`config.mk`:
```
export PLATFORM = sky130hd
export DESIGN_NAME = fm_carrier_sequencer
export DESIGN_NICKNAME = d
export VERILOG_FILES = /design/src/rtl/fm_carrier_sequencer.sv
export SDC_FILE = /design/constraint.sdc
export NUM_CORES = 1
export LEC_CHECK = 0
export ABC_AREA = 0
export BUFFER_PORTS_ARGS = -buffer_cell sky130_fd_sc_hd__buf_2
export CAP_MARGIN = 10
export CORE_MARGIN = 3
export CORE_UTILIZATION = 60
export CTS_BUF_LIST = sky130_fd_sc_hd__clkbuf_8
export CTS_CLUSTER_DIAMETER = 100
export DETAILED_ROUTE_END_ITERATION = 10
export PLACE_DENSITY = 0.89
export SETUP_SLACK_MARGIN = 0.2
export SLEW_MARGIN = 20
export SYNTH_ARGS = -nofsm -noshare
export SYNTH_HDL_FRONTEND = slang
export SYNTH_SLANG_ARGS = --single-unit
```
`constraint.sdc`:
```
create_clock -name aclk -period 18.6 [get_ports aclk]
set_clock_uncertainty 0.2 [all_clocks]
set_input_delay 4.65 -clock aclk [delete_from_list [all_inputs] [get_ports aclk]]
set_output_delay 4.65 -clock aclk [all_outputs]
set_load 0.05 [all_outputs]
```
`src/rtl/fm_carrier_sequencer.sv`:
```
// fm_carrier_sequencer: applies FM adapter configuration requests, holding FM off around
// deviation-shift changes and ramping the carrier phase increment toward its target.
module fm_carrier_sequencer #(
    parameter int CARRIER_PINC_WIDTH = 32,
    parameter int STEP_WIDTH = 16,
    parameter int INTERVAL_WIDTH = 16,
    parameter int SETTLE_CYCLES = 4
) (
    input  logic aclk,
    input  logic aresetn,
    input  logic cfg_valid,
    output logic cfg_ready,
    input  logic [CARRIER_PINC_WIDTH-1:0] cfg_pinc,
    input  logic [4:0] cfg_shift,
    input  logic cfg_fm_enable,
    input  logic [STEP_WIDTH-1:0] cfg_step,
    input  logic [INTERVAL_WIDTH-1:0] cfg_interval,
    input  logic abort,
    output logic fm_enable,
    output logic [4:0] shift_carrier,
    output logic [CARRIER_PINC_WIDTH-1:0] phase_carrier,
    output logic busy,
    output logic done
);
    localparam int SW = (SETTLE_CYCLES > 1) ? $clog2(SETTLE_CYCLES) : 1;
    typedef enum logic [1:0] {IDLE, QUIESCE, RAMP} state_t;
    state_t state;
    logic [CARRIER_PINC_WIDTH-1:0] target, step_ext, diff, next_phase;
    logic [STEP_WIDTH-1:0] step_q;
    logic [INTERVAL_WIDTH-1:0] ival, reload, count;
    logic [SW-1:0] settle;
    logic [4:0] shift_q;
    logic fm_q, finish;
    assign cfg_ready = (state == IDLE);
    assign busy = !cfg_ready;
    assign ival = (cfg_interval == '0) ? INTERVAL_WIDTH'(1) : cfg_interval;
    assign step_ext = CARRIER_PINC_WIDTH'(step_q);
    assign diff = (target >= phase_carrier) ? target - phase_carrier : phase_carrier - target;
    assign finish = (step_q == '0) || (diff <= step_ext);
    assign next_phase = finish ? target :
                        (target > phase_carrier) ? phase_carrier + step_ext : phase_carrier - step_ext;
    always_ff @(posedge aclk or negedge aresetn) begin
        if (!aresetn) begin
            state <= IDLE;
            fm_enable <= 1'b0;
            shift_carrier <= '0;
            phase_carrier <= '0;
            done <= 1'b0;
            target <= '0;
            step_q <= '0;
            shift_q <= '0;
            fm_q <= 1'b0;
            reload <= '0;
            count <= '0;
            settle <= '0;
        end else begin
            done <= 1'b0;
            case (state)
                IDLE: if (cfg_valid) begin
                    target <= cfg_pinc;
                    shift_q <= cfg_shift;
                    fm_q <= cfg_fm_enable;
                    step_q <= cfg_step;
                    reload <= ival - INTERVAL_WIDTH'(1);
                    if (cfg_shift != shift_carrier) begin
                        state <= QUIESCE;
                        fm_enable <= 1'b0;
                        settle <= SW'(SETTLE_CYCLES - 1);
                    end else begin
                        // one extra count covers the cycle spent latching the request
                        state <= RAMP;
                        count <= ival;
                    end
                end
                QUIESCE: if (abort) begin
                    state <= IDLE;
                    fm_enable <= 1'b0;
                end else if (settle == '0) begin
                    shift_carrier <= shift_q;
                    state <= RAMP;
                    count <= reload;
                end else begin
                    settle <= settle - SW'(1);
                end
                RAMP: if (abort) begin
                    state <= IDLE;
                    fm_enable <= 1'b0;
                end else if (count == '0) begin
                    phase_carrier <= next_phase;
                    count <= reload;
                    if (finish) begin
                        fm_enable <= fm_q;
                        done <= 1'b1;
                        state <= IDLE;
                    end
                end else begin
                    count <= count - INTERVAL_WIDTH'(1);
                end
                default: state <= IDLE;
            endcase
        end
    end
endmodule

```
# After elaboration in Yosys (flattened, before gate mapping)
# Index checks and enable logic that the tools add are counted.
[word_totals]
regBits = 129
word_cells = 88
output_inout_bits = 41
in_bits = 74
[op_classes]
order_cmp = 3
add_sub_neg = 7
n_reduce_logical = 16
eq_ne = 14
bitwise = 1
n_mux = 35
[op_table]
columns = ["op", "n"]
rows = [
  ["2-to-1 mux 16 bit", 7],
  ["2-to-1 mux 32 bit", 3],
  ["subtractor 32 bit", 2],
  ["zero test 16 bit", 3],
  ["one-hot mux 16 bit (3 select lines)", 1],
  ["adder 32 x 16 -> 32 bit", 1],
  ["greater-or-equal comparator 32 bit", 1],
  ["greater-than comparator 32 bit", 1],
  ["<= comparator 32 x 16 -> 1 bit", 1],
  ["subtractor 16 x 1 -> 16 bit (second input constant)", 2],
  ["subtractor 32 x 16 -> 32 bit", 1],
  ["2-to-1 mux 2 bit", 11],
  ["!= test 2 bit (second input constant)", 7],
  ["AND reduction 6 bit", 2],
  ["2-to-1 mux 1 bit", 10],
  ["!= test 3 bit (second input constant)", 3],
  ["one-hot mux 2 bit (3 select lines)", 1],
  ["AND reduction 3 bit", 2],
  ["!= test 5 bit", 1],
  ["AND reduction 5 bit", 1],
  ["zero test 2 bit", 2],
  ["one-hot mux 2 bit (2 select lines)", 1],
  ["AND reduction 4 bit", 1],
  ["one-hot mux 1 bit (3 select lines)", 1],
  ["10 further kinds", 10],
]

# Depth between registers and ports, before layout
# Gate-level depths: netlist of run 1.
[logic_depth]
depth_word = 8
depth_mapped = 30

# Worst setup path after synthesis of run 1
# Ideal clock, no wire load.
[synth_path]
path_type = "in2reg"
startpoint = "input cfg_shift[4]"
endpoint = "register count[11]"
required_time_ps = 18275
n_path_buf = 1
arrival_ps = 6559
setup_time_ps = 125
setup_slack_ps = 11716
path_stages = 7
cell_sequence = "xnor2_1 nand3_1 nor3_1 nand2_1 a211oi_1 clkbuf_1 mux2_2"
[synth_via]
elab_chain_len = 3
[synth_lines]
columns = ["item", "line_no", "text"]
rows = [
  ["from (decl)", "14", "input logic [4:0] cfg_shift,"],
  ["!= test 5 bit", "65", "if (cfg_shift != shift_carrier) begin"],
  ["!= test 2 bit (no source line)", "-", ""],
  ["AND reduction 6 bit (no source line)", "-", ""],
  ["to (signal assigned)", "72", "count <= ival;"],
  ["to (signal assigned)", "81", "count <= reload;"],
  ["to (signal assigned)", "90", "count <= reload;"],
  ["to (decl)", "30", "logic [INTERVAL_WIDTH-1:0] ival, reload, count;"],
]
# No other way between the ends.
# A chain may end at the register's enable or synchronous reset.

# Worst setup path after layout of run 1
[layout_path]
startpoint = "register phase_carrier[2]"
endpoint = "register phase_carrier[30]"
[layout_via]
elab_chain_len = 5
[layout_lines]
columns = ["item", "line_no", "text"]
rows = [
  ["from (decl)", "21", "output logic [CARRIER_PINC_WIDTH-1:0] phase_carrier,"],
  ["from (signal assigned)", "89", "phase_carrier <= next_phase;"],
  ["subtractor 32 bit / greater-or-equal comparator 32 bit (equally long branches)", "38", "assign diff = (target >= phase_carrier) ? target - phase_carrier : phase_carrier - target;"],
  ["2-to-1 mux 32 bit", "38", ""],
  ["<= comparator 32 x 16 -> 1 bit", "39", "assign finish = (step_q == '0) || (diff <= step_ext);"],
  ["logical OR 1 bit", "39", ""],
  ["2-to-1 mux 32 bit *", "40", "assign next_phase = finish ? target :"],
]
# Every way passes the cells marked *; elsewhere a longest branch is shown, timed or not.

==> run summary, run 1 <==
status - finished clean
Worst-Skew Late Latency - 470 ps
Mapped Nets - 1640
most numerous cell in the Yosys netlist - dfrtp_1
Post-DP Area - 12800 sq um
Design Power - 2.46 mW
Worst VDD drop - 0.232 mV
cts bufs inserted - 17
DR vias - 11.4k
die area - 21900 sq um
Setup crit end kind - flop
routed wire length per instance - 19.1 um
CTS tree - yes
Unique masters post-synth - 78
Worst R2R End - phase_carrier[30]
final wirelength - 34200 um
Reg2Reg Depth - 26
cts repair resizes - 0
first-pass GRT wire length - 55800 um
vias in the first global route - 10.9k
crit path time final - 7270 ps
crit-path max FO - 32
ratio of cells with drive above 1 in the final layout - 16.1%
Seq/Total Area, Yosys - 26.7%
post-DR vias/cell - 6.34
Design Area, Final - 13100 sq um
Layout area overhead - 8.37%
Die Wd - 148 um
gp weighted congestion - 0.968
grt ovf - 0
port bufs - 114
Max Slew Vio Count - 0
Final Cycle Share - 39.1%
Reg-to-Reg Start - phase_carrier[2]
Initial Utilization - 61.6%
GRT Total Usage - 31.2%
post-route ant nets - 0
io pins - 115
Cell Rows - 51
nets - 1708
Post-Place Cells - 1758
Yosys top cell area share - 26.7%
Initial DRC Count - 1082
Slew HR - 25.8%
DR DRC count - 0
Slew @ Worst Pin - 1110 ps
post-synthesis cell count - 1444
TNS Setup - 0 ps
cts hold-fix bufs - 0
number of flops mapped to enable cells by yosys - 0
H-tree depth - 4
Async SR Flop Fraction - 100%
first-pass detailed-route iteration total - 6
Leak - 5.95 nW
dominant cell type by area after synthesis - dfrtp_1
Core Util, Final - 66.8%
Main synth FF type - dfrtp_1
Arrival @ worst endpoint - 7450 ps
clock transition at the registers of the reported paths - 90 ps
initial antenna violation count - 2
WP data required - 18790 ps
Mean Syn Cell Area - 8.39 sq um
RSZ-0062 raised after global routing - false
Post-Layout Cell Count - 1791
max_cap viols - 0
Synth Register Bits - 129
Crit. Startpoint - phase_carrier[2]
DIE HEIGHT - 148 um
core area - 19700 sq um
Root Driver - clkbuf_8
Critical Path End - phase_carrier[30]
synth top area cells - dfrtp_1 (27%), ha_1 (12%), mux2_2 (6.5%)
Final Hold Viols - 0
Max Freq - 138 MHz
pin count of the biggest net entering global routing - 86
# Post-CTS Setup Buffers - 0
R2R Setup Slk - 11330 ps
kind of critical path - reg -> reg
power density cells - 188 nW/um^2
commonest cells in the netlist - dfrtp_1 (129), nand2_1 (123), ha_1 (119)
post-synthesis cell area - 12100 sq um
DP HPWL - 26200 um
crit start category - flop
clock tree buffer depth - 2
clock sink total - 129
YS warnings - 0
final setup fails - 0
worst hold path type - reg -> reg
Hold Crit Depth - 1
## metrics by stage
step	hold slack, ps	worst slack, ps
CTS	313	11520
floorplan	267	11720
global route	331	10770
finish	312	11330
global placement	279	11520
detailed placement	295	11480
## how the worst min path moves through the flow
stage,start,end
after detailed placement,step_q[12],step_q[12]
after CTS,reload[8],reload[8]
after floorplan,fm_q,fm_enable
final,shift_q[0],shift_carrier[0]
after global routing,shift_q[0],shift_carrier[0]
after global placement,shift_q[2],shift_carrier[2]
## cells by family (layout without fill, tap and decap cells)
logic type	count (synthesis)	in the layout	synth area share, %
AOI/OAI and AO/OA	419	419	22.6
xor gates and xnor gates	102	102	7.38
adders and majority gates	122	122	12.8
buffers and inverters	178	259	6.04
DFF	129	129	26.7
muxes	103	103	9.23
other	0	1	0
and+or+nand+nor	391	391	15.3
## worst max-delay path, cell delays in order (launching register included)
cell and delay, ps:
dfrtp_1 480, inv_1 80, ha_1 490, a211oi_1 130
o31ai_1 480, o211ai_1 190, nand3_1 200, a21oi_1 110
o21ai_0 150, and2_0 160, buf_4 310, nor2b_1 230
xnor2_1 170, ha_1 310, a21oi_1 200, o21ai_0 160
a2111oi_0 860, o21bai_1 210, a21o_1 250, o41a_1 340
a41o_1 270, o41ai_1 500, o21bai_1 150, a21oi_1 210
xnor2_1 130, mux2i_1 80, o21ai_1 150
## report_power, final
group	leakage [nW]	switching (mW)	internal (mW)	total [mW]
logic	4.17	1.00	0.707	1.71
clock network	0.186	0.139	0.0981	0.237
registers	1.59	0.126	0.387	0.513
## registers in the layout, indices dropped and copies added (netlist names)
register	cells
count	16
state	2
done	1
settle	2
shift_q	5
phase_carrier	32
reload	16
target	32
fm_q	1
step_q	16
shift_carrier	5
fm_enable	1
## layout make-up
class                   instances  area [sq um]
multi-input cells            1137          8170
diodes                          1          2.50
fillers                      1612          6530
clock inverters                15           135
clock buffers                  17           234
flip-flops and latches        129          3230
inverters                     106           398
well taps                     265           332
repair buffers                121           629
## layout by cell type, fill, tap and decap left out, types with 10 or more instances in the layout
cell / count
o211ai_1: 18
clkbuf_8: 17
mux2_2: 70
a21oi_1: 112
a31oi_1: 16
nor2_1: 102
nand2b_1: 14
dfrtp_1: 129
or3_1: 14
mux2i_1: 33
o41ai_1: 10
xor2_1: 30
o21ai_0: 81
inv_1: 106
buf_2: 113
ha_1: 119
a21o_1: 30
o31ai_1: 19
xnor2_1: 72
nand2_1: 122
nor2b_1: 19
nand3_1: 29
nand4_1: 22
nor3_1: 25
a211oi_1: 14
o21ai_1: 26
o21a_1: 17
## metal layers
| layer | up-vias | GRT usage [%] | routed length, um |
|---|---|---|---|
| met5 | - | 0 | 7 |
| li1 | 5317 | - | - |
| met1 | 5381 | 43.0 | 14200 |
| met3 | 85 | 6.03 | 3150 |
| met2 | 575 | 49.7 | 15900 |
| met4 | 2 | 10.3 | 999 |
(Power assumes the default switching activity.)
==> inputs of run 2 (changes only) <==
==> constraint.sdc (replaced) <==
create_clock -name aclk -period 7.2 [get_ports aclk]
set_clock_uncertainty 0.2 [all_clocks]
set_input_delay 1.8 -clock aclk [delete_from_list [all_inputs] [get_ports aclk]]
set_output_delay 1.8 -clock aclk [all_outputs]
set_load 0.05 [all_outputs]
==> run 2 against run 1 <==
Compared with the run above:
- sequential cell count unchanged
- non-clock buffer count grew 8
- combinational power grew to 2.7 times the previous value
==> run summary, run 2 (synthesized netlist as in run 1, its figures left out) <==
status - finished clean
max incr delay on CP - 520 ps
vias in the first global route - 11.1k
kind of critical path - reg -> reg
clock transition at the registers of the reported paths - 90 ps
pin count of the biggest net entering global routing - 86
clock sink total - 129
hold endpoint - shift_carrier[0]
commonest non-fill, non-tap cell in the layout - dfrtp_1
TNS Setup - 0 ps
post-DR vias/cell - 6.46
ratio of cells with drive above 1 in the final layout - 17.0%
most frequent cells in the layout - dfrtp_1 (129), nand2_1 (122), ha_1 (115)
initial antenna violation count - 2
Design Power - 6.60 mW
dpl ws - 213 ps
Max Freq - 149 MHz
Slew @ Worst Pin - 1100 ps
Worst R2R End - phase_carrier[31]
Hold Crit Depth - 1
Die Wd - 148 um
Root Driver - clkbuf_8
Cell Chain, Critical Path - inv_1 -> fa_1 -> a211oi_1 -> o31ai_1 -> o211ai_1 -> nand3_1 -> a21oi_1 -> o21ai_0 -> and2_1 -> a21oi_1 -> ha_1 -> nor2b_1 -> o211a_1 -> o311ai_1 -> a31oi_2 -> a31oi_2 -> o31ai_2 -> a21oi_1 -> a21oi_1 -> a21oi_1 -> o21bai_1 -> a2111oi_0 -> nor3_1 -> o31ai_1
PnR worst setup slack - 470 ps
crit path time final - 6730 ps
post-route ant nets - 0
Slew HR - 26.8%
gp weighted congestion - 1.05
DP HPWL - 26700 um
cts hold-fix bufs - 0
number of diodes - 0
Max Slew Vio Count - 0
Setup crit end kind - flop
io pins - 115
Post-Layout Cell Count - 1798
Final Cycle Share - 93.5%
Final Hold Viols - 0
first-pass detailed-route iteration total - 9
die area - 21900 sq um
CTS tree - yes
power density cells - 497 nW/um^2
Cell Rows - 51
first-pass GRT wire length - 56800 um
grt ovf - 0
Initial DRC Count - 1071
Worst-Skew Late Latency - 480 ps
final setup fails - 0
Post-Place Cells - 1766
Reg2Reg Depth - 24
HP Start - shift_q[0]
Layout area overhead - 9.71%
fill cell count - 1561
CP max stage cell - dfrtp_1
crit-path max FO - 7
Worst VDD drop - 0.446 mV
Leak - 6.02 nW
crit start category - flop
critical path's most frequent cell - a21oi_1
worst hold path type - reg -> reg
RSZ-0062 raised after global routing - false
cts bufs inserted - 17
DR DRC count - 0
core area - 19700 sq um
routed wire length per instance - 19.7 um
port bufs - 114
nets - 1716
GRT Total Usage - 32.1%
Arrival @ worst endpoint - 6910 ps
max_cap viols - 0
Core Util, Final - 67.6%
final wirelength - 35400 um
family with the most delay on the worst path - compound AO/OA/AOI/OAI gates
Reg-to-Reg Start - phase_carrier[1]
crit path buf inv count - 1
Largest regs - phase_carrier (32), target (32)
H-tree depth - 4
Initial Utilization - 61.6%
DIE HEIGHT - 148 um
DR vias - 11.6k
R2R Setup Slk - 470 ps
clock tree buffer depth - 2
WP data required - 7380 ps
## run 2: cell types whose count changed in the layout (fill, tap and decap cells not counted), moves of 2 or more
cell	delta
a31oi_1	-2
a31oi_2	+2
buf_12	+2
buf_4	+5
bufinv_16	+2
ha_1	-4
ha_2	+4
inv_8	-2
## run 2: layout make-up
| cell class | count | area, sq um | share of cell area (%) |
|---|---|---|---|
| Multi-Input combinational cell | 1137 | 8200 | 61.7 |
| Sequential cell | 129 | 3230 | 24.3 |
| Timing Repair Buffer | 129 | 718 | 5.40 |
| Inverter | 106 | 398 | 2.99 |
| Tap cell | 265 | 332 | 2.50 |
| Clock buffer | 18 | 248 | 1.86 |
| Clock inverter | 14 | 168 | 1.26 |
## run 2: timing repair
item,CTS,global route
gates resized for setup,1,10
endpoints found under the setup margin,1,4
buffers inserted,0,0
## run 2: worst max path at each step
stage / start / to / cells past startpoint
2_1_floorplan: phase_carrier[1] / phase_carrier[30] / 26
3_3_place_gp: phase_carrier[14] / phase_carrier[31] / 26
3_5_place_dp: phase_carrier[14] / phase_carrier[31] / 25
4_1_cts: phase_carrier[14] / phase_carrier[31] / 25
5_1_grt: phase_carrier[2] / phase_carrier[31] / 26
6_report: phase_carrier[1] / phase_carrier[31] / 24
## run 2: report_power, final
group          leakage (nW)  switching [mW]  total (mW)  internal, mW
registers              1.59           0.311        1.31          1.00
logic                  4.22            2.74        4.60          1.86
clock network         0.206           0.360       0.689         0.329
total                  6.02            3.41        6.60          3.19
## run 2: routing by layer
layer	GRT usage [%]	wire (um)	vias up
li1	-	-	5314
met1	42.0	14000	5520
met2	51.5	16200	627
met3	7.65	3530	149
met4	13.1	1580	4
met5	0	21	-
## run 2: through the flow
step / cell area, sq um / hold WS, ps
global route: 13300 / 323
detailed placement: 12800 / 292
floorplan: 12100 / 267
global placement: 12800 / 279
finish: 13300 / 309
CTS: 13300 / 313
==> inputs of run 3 (changes only) <==
--- a/config.mk
+++ b/config.mk
@@ -9,11 +9,11 @@
 export BUFFER_PORTS_ARGS = -buffer_cell sky130_fd_sc_hd__buf_2
 export CAP_MARGIN = 10
 export CORE_MARGIN = 3
-export CORE_UTILIZATION = 60
+export CORE_UTILIZATION = 50
 export CTS_BUF_LIST = sky130_fd_sc_hd__clkbuf_8
 export CTS_CLUSTER_DIAMETER = 100
 export DETAILED_ROUTE_END_ITERATION = 10
-export PLACE_DENSITY = 0.89
+export PLACE_DENSITY = 0.77
 export SETUP_SLACK_MARGIN = 0.2
 export SLEW_MARGIN = 20
 export SYNTH_ARGS = -nofsm -noshare
==> run 3 against run 2 <==
Compared with the run above:
- worst setup slack gained 150 ps
- non-clock buffer count shrank 2
- sequential cell count is the same
- die area is 19% higher
- critical path depth is 1 lower
- clock-buffer cell count is the same
- maximum frequency increased by 2.4%
- sequential share of layout area barely moved
- power is 2.0% lower
- sequential power about the same
- critical path type unchanged
- critical endpoint is now phase_carrier[18]
==> run summary, run 3 (synthesized netlist as in run 1, its figures left out) <==
status - finished clean
clock tree buffer depth - 2
cts repair resizes - 1
post-route ant nets - 0
Largest regs - phase_carrier (32), target (32)
GRT busiest layer - met2
commonest non-fill, non-tap cell in the layout - dfrtp_1
core area - 23600 sq um
dpl ws - 213 ps
GR met1 Demand/Resource - 37.8%
gp weighted congestion - 0.946
CTS tree - yes
Slew @ Worst Pin - 1060 ps
GRT Total Usage - 26.7%
Post-DP Area - 12900 sq um
WP data required - 7330 ps
Final Hold Viols - 0
Worst-Skew Late Latency - 490 ps
kind of critical path - reg -> reg
final wirelength - 35500 um
initial antenna violation count - 1
worst hold margin - 308 ps
clock transition at the registers of the reported paths - 90 ps
Leak - 6.00 nW
Initial DRC Count - 895
crit start category - flop
post-DR vias/cell - 6.01
Initial Utilization - 51.3%
cts hold-fix bufs - 0
Root Driver - clkbuf_8
Setup crit end kind - flop
DR DRC count - 0
Final Cycle Share - 91.3%
final setup fails - 0
Max Slew Vio Count - 0
R2R Setup Slk - 620 ps
DR vias - 11.1k
crit-path max FO - 28
worst hold path type - reg -> reg
nets - 1714
io pins - 115
Max Freq - 152 MHz
power density cells - 487 nW/um^2
DIE HEIGHT - 162 um
clock sink total - 129
DP HPWL - 27300 um
max_cap viols - 0
most frequent cells in the layout - dfrtp_1 (129), nand2_1 (122), ha_1 (117)
met3 Use GR - 4.92%
PnR worst setup slack - 624 ps
crit path time final - 6580 ps
Layout area overhead - 9.75%
fill cell count - 2171
Arrival @ worst endpoint - 6710 ps
Worst VDD drop - 0.381 mV
Design Area, Final - 13300 sq um
Slew HR - 29.3%
Cell Rows - 56
grt ovf - 0
H-tree depth - 4
pin count of the biggest net entering global routing - 86
ratio of cells with drive above 1 in the final layout - 16.9%
# Post-CTS Setup Buffers - 0
first-pass detailed-route iteration total - 6
die area - 26100 sq um
routed wire length per instance - 19.2 um
M2 GR Usage - 42.3%
Die Wd - 162 um
port bufs - 114
first-pass GRT wire length - 55600 um
RSZ-0062 raised after global routing - false
TNS Setup - 0 ps
vias in the first global route - 10.3k
cts bufs inserted - 17
-- run 3: path summary, 6_finish.rpt --
kind	from	endpoint	cells past startpoint
max	phase_carrier[1]	phase_carrier[18]	23
min	shift_q[3]	shift_carrier[3]	1
max reg2reg	phase_carrier[1]	phase_carrier[18]	23
min reg2reg	shift_q[3]	shift_carrier[3]	1
max in group asynchronous	aresetn	count[5]	2
min in group asynchronous	aresetn	target[23]	1
-- run 3: final cells by class --
class	count	area, sq um	area share, %
well taps	319	399	3.00
inverters	106	398	2.99
clock inverters	14	139	1.04
diodes	2	5.00	0.0376
multi-input cells	1137	8200	61.7
repair buffers	127	674	5.07
clock buffers	18	248	1.86
flip-flops and latches	129	3230	24.3
-- run 3: metal layers --
layer,vias to the layer above,part of all wire (%)
met3,51,7.9
met4,2,1.8
met1,5271,44
met5,-,0.037
met2,462,46
li1,5336,-
-- run 3: critical path, stage by stage (launching register included) --
cell and delay (ps):
dfrtp_1 510, inv_1 130, fa_1 470, a211oi_1 220, o31ai_1 120, o211ai_1 330, nand3_1 220, o211ai_4 690
mux2_2 450, ha_1 300, nor2b_1 130, o21a_1 160, o21ai_0 160, a21oi_1 90, o21ai_0 230, a21oi_1 150
a2bb2oi_1 170, nor3_1 220, nand4_1 120, or4_4 460, o21ai_4 160, buf_4 390, mux2i_1 240, o21ai_1 80
-- run 3: power breakdown --
group,internal (mW),total (mW),switching (mW),leakage [nW]
logic,1.86,4.53,2.67,4.21
registers,1.00,1.29,0.294,1.59
clock network,0.265,0.644,0.379,0.195
total,3.12,6.47,3.35,6.00
-- run 3: per-stage QoR --
step / total power, mW / util (%) / std cells
after floorplan: 4.63 / - / 1444
after global placement: 5.62 / 54.5 / 1818
after detailed placement: 5.70 / 54.5 / 1818
after CTS: 6.37 / 56.1 / 1850
after global routing: 6.99 / 56.3 / 1850
final: 6.47 / 56.3 / 1852
